===== src/rtl/scan_pkg.sv =====
// Shared types and defaults for the channel scan controller.
package scan_pkg;

    typedef enum logic [1:0] {
        IDLE  = 2'd0,
        RUN   = 2'd1,
        BLANK = 2'd2
    } state_t;

    localparam int unsigned DWELL_W_DEF = 8;

endpackage


===== src/rtl/scan_ctrl_next_sel.sv =====
// Next-channel search: lowest set mask bit strictly above cur, else lowest set bit overall.
module next_sel (
    input  logic [7:0] mask,
    input  logic [2:0] cur,
    output logic [2:0] nxt,
    output logic       wrap
);

    logic [2:0] w_hi;
    logic [2:0] w_lo;
    logic       w_found_hi;

    always_comb begin
        w_hi       = '0;
        w_lo       = '0;
        w_found_hi = 1'b0;
        // Walk from the top down so the last hit is the lowest qualifying bit.
        for (int unsigned k = 0; k < 8; k++) begin
            if (mask[7 - k]) begin
                w_lo = 3'(7 - k);
                if (3'(7 - k) > cur) begin
                    w_hi       = 3'(7 - k);
                    w_found_hi = 1'b1;
                end
            end
        end
    end

    assign nxt  = w_found_hi ? w_hi : w_lo;
    assign wrap = ~w_found_hi;

endmodule


===== src/rtl/scan_ctrl.sv =====
// Scan controller: steps a 3-to-8 decoder through the enabled channels with a
// programmable dwell and a one-cycle break-before-make gap between channels.
module scan_ctrl
    import scan_pkg::*;
#(
    parameter int unsigned DWELL_W = DWELL_W_DEF
) (
    input  logic               clk,
    input  logic               rst_n,
    input  logic               start,
    input  logic               stop,
    input  logic               mode,
    input  logic [7:0]         mask,
    input  logic [DWELL_W-1:0] dwell,
    output logic [2:0]         sel,
    output logic               en,
    output logic               busy,
    output logic               done
);

    state_t             r_state;
    logic [2:0]         r_sel;
    logic               r_en;
    logic               r_busy;
    logic               r_done;
    logic [DWELL_W-1:0] r_cnt;
    logic [DWELL_W-1:0] r_dwell;
    logic [7:0]         r_mask;
    logic               r_mode;

    logic [7:0]         w_srch_mask;
    logic [2:0]         w_srch_cur;
    logic [2:0]         w_nxt;
    logic               w_wrap;

    // One search unit serves both cases: in IDLE, cur=7 yields the lowest set
    // bit of the live mask; otherwise it steps through the captured mask.
    assign w_srch_mask = (r_state == IDLE) ? mask  : r_mask;
    assign w_srch_cur  = (r_state == IDLE) ? 3'd7  : r_sel;

    next_sel u_next_sel (
        .mask (w_srch_mask),
        .cur  (w_srch_cur),
        .nxt  (w_nxt),
        .wrap (w_wrap)
    );

    always_ff @(posedge clk or negedge rst_n) begin
        if (!rst_n) begin
            r_state <= IDLE;
            r_sel   <= '0;
            r_en    <= 1'b0;
            r_busy  <= 1'b0;
            r_done  <= 1'b0;
            r_cnt   <= '0;
            r_dwell <= '0;
            r_mask  <= '0;
            r_mode  <= 1'b0;
        end else begin
            r_done <= 1'b0;
            if (stop) begin
                r_state <= IDLE;
                r_en    <= 1'b0;
                r_busy  <= 1'b0;
            end else begin
                case (r_state)
                    IDLE: begin
                        if (start) begin
                            if (mask != '0) begin
                                r_state <= RUN;
                                r_sel   <= w_nxt;
                                r_en    <= 1'b1;
                                r_busy  <= 1'b1;
                                r_cnt   <= dwell;
                                r_dwell <= dwell;
                                r_mask  <= mask;
                                r_mode  <= mode;
                            end else begin
                                r_done <= 1'b1;
                            end
                        end
                    end
                    RUN: begin
                        if (r_cnt == '0) begin
                            r_state <= BLANK;
                            r_en    <= 1'b0;
                        end else begin
                            r_cnt <= r_cnt - DWELL_W'(1);
                        end
                    end
                    BLANK: begin
                        if (w_wrap && !r_mode) begin
                            r_state <= IDLE;
                            r_busy  <= 1'b0;
                            r_done  <= 1'b1;
                        end else begin
                            r_state <= RUN;
                            r_sel   <= w_nxt;
                            r_en    <= 1'b1;
                            r_cnt   <= r_dwell;
                        end
                    end
                    default: begin
                        r_state <= IDLE;
                        r_en    <= 1'b0;
                        r_busy  <= 1'b0;
                    end
                endcase
            end
        end
    end

    assign sel  = r_sel;
    assign en   = r_en;
    assign busy = r_busy;
    assign done = r_done;

endmodule


===== config.mk =====
export PLATFORM = sky130hd
export DESIGN_NAME = scan_ctrl
export DESIGN_NICKNAME = d
export VERILOG_FILES = /design/src/rtl/scan_pkg.sv /design/src/rtl/scan_ctrl_next_sel.sv /design/src/rtl/scan_ctrl.sv
export SDC_FILE = /design/constraint.sdc
export NUM_CORES = 1
export LEC_CHECK = 0
export CAP_MARGIN = 20
export CELL_PAD_IN_SITES_DETAIL_PLACEMENT = 0
export CELL_PAD_IN_SITES_GLOBAL_PLACEMENT = 1
export CORE_MARGIN = 3
export CORE_UTILIZATION = 40
export CTS_BUF_LIST = sky130_fd_sc_hd__clkbuf_8
export CTS_CLUSTER_SIZE = 12
export DETAILED_ROUTE_END_ITERATION = 10
export HOLD_SLACK_MARGIN = 0.1
export MAX_ROUTING_LAYER = met4
export PLACE_DENSITY = 0.73
export SLEW_MARGIN = 40
export SYNTH_ARGS = -nofsm -noshare
export SYNTH_HDL_FRONTEND = slang
export SYNTH_HIERARCHICAL = 1
export SYNTH_SLANG_ARGS = --single-unit

===== constraint.sdc =====
create_clock -name clk -period 4.9 [get_ports clk]
set_input_delay 0.735 -clock clk [delete_from_list [all_inputs] [get_ports clk]]
set_output_delay 0.735 -clock clk [all_outputs]
set_load 0.1 [all_outputs]

== Word level (Yosys, flattened, before mapping) ==
Index checks and enable logic that the tools add are counted.

* Flip-flop bits (word level): 33
* Bits in latches: 0
* RAM bits: 0
* Memory bits (read-only): 0
* Bits of input ports: 21
* Output and inout bits: 6
* Word-level logic and storage cells: 117
* Memories: 0

* Add/subtract/negate cells: 1
* Multipliers: 0
* Divide/modulo/power cells: 0
* $lt $le $gt $ge: 8
* Eq/ne operators: 12
* Shift operators: 0
* Muxes and demuxes: 72
* Bitwise operators: 2
* Reduce and logical (&&, ||, !) cells: 13

{| class="wikitable"
|+ Operators with widths
! kind !! count
|-
| $mux W3 || 29
|-
| $mux W8 || 5
|-
| $mux W1 || 28
|-
| $pmux W8 S3 || 1
|-
| $gt A3 B3 Y1 const A || 4
|-
| $ne A3 B3 Y1 const B || 4
|-
| $reduce_and A4 Y1 || 3
|-
| $logic_not A8 Y1 || 1
|-
| $mux W2 || 4
|-
| $ne A2 B2 Y1 const B || 4
|-
| $reduce_bool A8 Y1 || 1
|-
| $sub A8 B1 Y8 const B || 1
|-
| $gt A1 B3 Y1 const A || 2
|-
| $gt A2 B3 Y1 const A || 2
|-
| $pmux W1 S3 || 2
|-
| $pmux W2 S3 || 1
|-
| $pmux W3 S2 || 1
|-
| $reduce_and A6 Y1 || 1
|-
| $reduce_and A5 Y1 || 1
|-
| $ne A3 B2 Y1 const B || 1
|-
| $reduce_and A3 Y1 || 1
|-
| $reduce_bool A3 Y1 || 1
|-
| $eq A2 B1 Y1 const B || 1
|-
| $eq A2 B2 Y1 const B || 1
|-
| other kinds (7) || 8
|}

== Longest topological paths before layout ==
* Word-level depth: 24
* Mapped depth: 16
* Mapped depth without buffers: 12

== Modules after synthesis ==
The synthesis kept the hierarchy.

{| class="wikitable"
|+ Modules (own cells, without submodules)
! module !! instances !! cells an instance !! area each (sq um) !! sequential area each (sq um)
|-
| scan_ctrl || 1 || 176 || 1,876.8 || 825.8
|-
| next_sel || 1 || 42 || 301.5 || 0.0
|}

== Worst setup path after synthesis ==
No wires, ideal clock.

* Kind: flip-flop to flip-flop
* From: register r_state[0]
* To: register r_sel[0] (netlist: sel[0])
* Library setup time: 126 ps
* Data arrival time: 3,017 ps
* Required time: 4,774 ps
* Setup slack: 1,758 ps
* Stages on the path, launching flop included: 15
* Path buffers: 2
* Clock period less this slack: 3,142 ps
* Cell sequence: dfrtp_1 -> inv_1 -> ha_1 -> buf_2 -> buf_1 -> or2_2 -> inv_1 -> a21oi_1 -> o31ai_1 -> nor2_1 -> and3b_1 -> nor2_1 -> o21ai_1 -> nor2_1 -> mux2_2

* Cells in the longest elaborated chain, start to end: 23
* Elaborated cells on any way between the ends: 64
* Classes of those cells: order compare (8); eq/ne (4); mux (47); bitwise (1); reduce/logical (4)

{| class="wikitable"
|+ Ends and longest elaborated chain
! element !! line !! source
|-
| from (decl) || scan_ctrl.sv:21 || <nowiki>state_t r_state;</nowiki>
|-
| from (signal assigned) || scan_ctrl.sv:50 || <nowiki>r_state <= IDLE;</nowiki>
|-
| from (signal assigned) || scan_ctrl.sv:62 || <nowiki>r_state <= IDLE;</nowiki>
|-
| from (signal assigned) || scan_ctrl.sv:70 || <nowiki>r_state <= RUN;</nowiki>
|-
| $logic_not A2 Y1 * || scan_ctrl.sv:39 || <nowiki>assign w_srch_cur = (r_state == IDLE) ? 3'd7 : r_sel;</nowiki>
|-
| $mux W3 * || scan_ctrl.sv:39 ||
|-
| via w_srch_cur[0] || scan_ctrl.sv:32 || <nowiki>logic [2:0] w_srch_cur;</nowiki>
|-
| $gt A3 B3 Y1 || scan_ctrl_next_sel.sv:21 || <nowiki>if (3'(7 - k) > cur) begin</nowiki>
|-
| $mux W1 || scan_ctrl_next_sel.sv:21 ||
|-
| $mux W1 || scan_ctrl_next_sel.sv:19 || <nowiki>if (mask[7 - k]) begin</nowiki>
|-
| $mux W1 || scan_ctrl_next_sel.sv:21 ||
|-
| $mux W1 || scan_ctrl_next_sel.sv:19 ||
|-
| [9 not listed] || -- ||
|-
| $mux W1 || scan_ctrl_next_sel.sv:19 ||
|-
| $mux W1 || scan_ctrl_next_sel.sv:21 ||
|-
| $mux W1 * || scan_ctrl_next_sel.sv:19 ||
|-
| $not A1 Y1 * || scan_ctrl_next_sel.sv:30 || <nowiki>assign wrap = ~w_found_hi;</nowiki>
|-
| via w_wrap || scan_ctrl.sv:34 || <nowiki>logic w_wrap;</nowiki>
|-
| $logic_and A1 B1 Y1 * || scan_ctrl.sv:92 || <nowiki>if (w_wrap && !r_mode) begin</nowiki>
|-
| $ne A2 B2 Y1 (no line) * || -- ||
|-
| $reduce_and A5 Y1 (no line) * || -- ||
|-
| to (signal assigned) || scan_ctrl.sv:71 || <nowiki>r_sel <= w_nxt;</nowiki>
|-
| to (signal assigned) || scan_ctrl.sv:98 || <nowiki>r_sel <= w_nxt;</nowiki>
|-
| to (decl) || scan_ctrl.sv:22 || <nowiki>logic [2:0] r_sel;</nowiki>
|}

The timed path passes the listed nets; every way through them passes the cells marked *. The select of a mux whose other input is x is not followed.
A chain may end at the register's enable or synchronous reset.

== Worst setup path after layout ==
* From: register r_state[0]
* To: register r_sel[2] (netlist: sel[2])

The elaborated chain is that of the path after synthesis.

==> summary.txt <==
Skew-Pair Late Insertion Delay: 0.29 ns
Clock-pin transition on the worst setup and hold timing paths: 0.07 ns
CTS H-tree lvls: 2
Max-slew violation count: 0
Crit Path Category: flip-flop to flip-flop
Total wire length: 4760 um
DRT iter0 DRCs: 69
Reg-to-Reg Start: r_state[0]
Hold EP: r_dwell[7]
Pwr Density: 718 nW/um^2
CP max-delay cell: or2_2
DR vias: 1,689
HP Start: r_dwell[7]
Top cells by area, synth: dfrtp_1 (38%), mux2_2 (13%), ha_1 (4.0%), nand2_1 (2.8%), o21ai_0 (2.5%)
CORE AREA: 5170 sq um
Util after Layout: 49.3%
Max Fclk: 0.290 GHz
CP Data Required Time: 5.07 ns
Ys async rst share: 100%
Most used cell, CP: nor2_1
Largest net degree at the start of global routing: 34
Count of cell types in the netlist: 57
Slew at the pin with the worst max-slew slack: 0.679 ns
Final hold slack: 0.493 ns
Final Non-Filler Cells: 311
Synth warn: 6
Hold depth: 1
Dpl cells: 304
#FFs+latches synth: 33
Grt ovf: 0
Fin crit share: 70.3%
CTS tree: yes
Final Hold Viols: 0
Sequential area share after synthesis: 37.9%
PortBufs: 26
Post-DP HPWL: 3420 um
Initial Util: 42.1%
Placer Congestion: 0.785
Die Height: 79.8 um
Net count, final: 269
Reg2reg setup slack: 1.46 ns
Post-Syn Instances: 218
Worst path max stage delay: 0.47 ns
Initial antenna violation count: 0
Placed cell areas: 2440 sq um
Vias per Instance: 5.43
CTS Buf Count: 5
Die Wd: 79.8 um
Remaining DRCs: 0
# Max-Cap Violations: 0
CTS max path bufs: 2
Synth area leader: dfrtp_1
Lkg Pwr: 1.04 nW
Routed Antenna Nets: 0
Gr usage total: 17.3%
HP Class: flip-flop to flip-flop
I/O pin total: 27
Avg WL per Cell: 15.3 um
Commonest register cell after synthesis: dfrtp_1
Clk_skew: 0.00774 ns
VDD IR max: 241 uV
Worst rel slew slack: 54.8%
Status: finished, final reports clean
Ant. Diodes: 0
Clk sink count: 33
CP Launch Type: flip-flop
DR pass1 iterations: 4
Syn-to-layout area delta: 16.9%
# fillers: 506
Hold buffer count at CTS: 0
Cell Area, Synth: 2180 sq um
R2R Path End: sel[2]
Final Cell Area: 2550 sq um
Top cell type's share of synthesized area: 37.9%
Layout cells sized above 1: 24.1%
Clk root buf: clkbuf_8
Die area: 6370 sq um
RSZ-0062 raised after global routing: no
Post-CTS Resized: 0
Min cycle time layout: 3.44 ns
Worst reg-to-reg path cell count: 12
Post-Syn Area per Cell: 9.99 sq um
# setup viols final: 0
Number of synthesized flops with an enable pin: 0
WP data arrival: 3.61 ns
Setup TNS Final: 0 ns
Setup Buffers After CTS: 0
# rows: 26
CP endpoint kind: flip-flop
Vias in the first global route: 1,704
Max FO, Critical Path: 18
Crit-path cells: inv_1, ha_1, or2_2, inv_1, a21oi_1, o31ai_1, nor2_1, and3b_1, nor2_1, o21ai_1, nor2_1, mux2_2
Mapped Nets: 246
Global-route wire length before repair: 8380 um
==> layout make-up <==
| class | count | area (sq um) | share of cell area [%] |
|---|---|---|---|
| clock inverters | 2 | 35.0 | 1.38 |
| repair buffers | 28 | 245 | 9.63 |
| inverters | 11 | 41.3 | 1.62 |
| well taps | 70 | 87.6 | 3.44 |
| clock buffers | 5 | 68.8 | 2.70 |
| flip-flops and latches | 33 | 826 | 32.4 |
| multi-input cells | 162 | 1240 | 48.8 |
==> metrics by stage <==
| step | power, mW | setup WS [ns] |
|---|---|---|
| after CTS | 1.84 | 1.47 |
| after global placement | 1.60 | 1.57 |
| after global routing | 1.99 | 1.01 |
| after floorplan | 1.39 | 1.76 |
| after detailed placement | 1.58 | 1.48 |
| final | 1.83 | 1.46 |
==> layout by cell type (no fill, tap or decap), drive strengths merged, types with 3 or more instances in the layout <==
| cell | Yosys | layout |
|---|---|---|
| a22oi | 3 | 3 |
| nor2b | 4 | 4 |
| or2 | 3 | 3 |
| nor4 | 3 | 3 |
| a21boi | 3 | 3 |
| clkdlybuf4s50 | 0 | 20 |
| buf | 8 | 8 |
| clkbuf | 4 | 5 |
| nor3 | 5 | 5 |
| nor2 | 14 | 14 |
| dfrtp | 33 | 33 |
| nand2b | 4 | 4 |
| o31ai | 5 | 5 |
| a31oi | 4 | 4 |
| a21oi | 8 | 8 |
| mux2 | 28 | 28 |
| o21ai | 17 | 17 |
| nand2 | 17 | 17 |
| inv | 11 | 11 |
| ha | 7 | 7 |
| o211ai | 4 | 4 |
==> power breakdown <==
group	internal, mW	switching [mW]
sequential	0.404	0.0957
combinational	0.423	0.656
clock	0.148	0.101
total	0.975	0.853
==> Yosys cell counts (3+ instances only) <==
library cell  number
a21oi_1            8
a22oi_1            3
a31oi_1            4
buf_2              3
clkbuf_1           4
dfrtp_1           33
ha_1               7
inv_1             11
mux2_2            26
nand2_1           16
nand2b_1           4
nor2_1            13
nor2b_1            4
nor3_1             4
nor4_1             3
o211ai_1           3
o21ai_0           11
o21ai_1            3
o31ai_1            4
or2_2              3
==> worst max path at each step <==
stage	start	endpoint	slack, ns	cells past startpoint
after CTS	r_state[0]	sel[2]	1.47	12
after global placement	mask[1]	sel[1]	1.57	10
after detailed placement	mask[1]	sel[1]	1.48	10
after floorplan	r_state[0]	sel[0]	1.76	14
final	r_state[0]	sel[2]	1.46	12
after global routing	r_state[0]	sel[1]	1.01	11
==> routing by layer <==
layer | track usage, % | vias up | wire length [um]
met4 | 4.90 | 0 | 38
met5 | - | - | 0
met2 | 25.8 | 26 | 2200
met3 | 3.50 | 4 | 174
met1 | 23.8 | 815 | 2340
li1 | - | 844 | -
==> critical path, delay by kind of cell, from the launching register on <==
kind	cells	cell delay, ns
flops	1	0.44
fa+ha+maj	1	0.44
mux	1	0.37
compound gates	3	0.64
buf+inv	2	0.16
simple gates	5	1.28
==> logic make-up after synthesis <==
group                      Yosys count  share of synthesized area (%)
buffers and inverters               23                           5.00
and+or+nand+nor                     59                           14.6
muxes                               28                           14.5
xor gates and xnor gates             4                           1.61
AOI/OAI and AO/OA                   64                           22.3
adders and majority gates            7                           4.02
DFF                                 33                           37.9
==> state kept, by name, summed over array words and instances, names as in the netlist <==
signal and count:
r_mode 1, r_mask 8, r_state 2, r_cnt 8, en 1, busy 1
done 1, r_dwell 8, sel 3
Note: power is estimated with default switching activity, not from simulation.
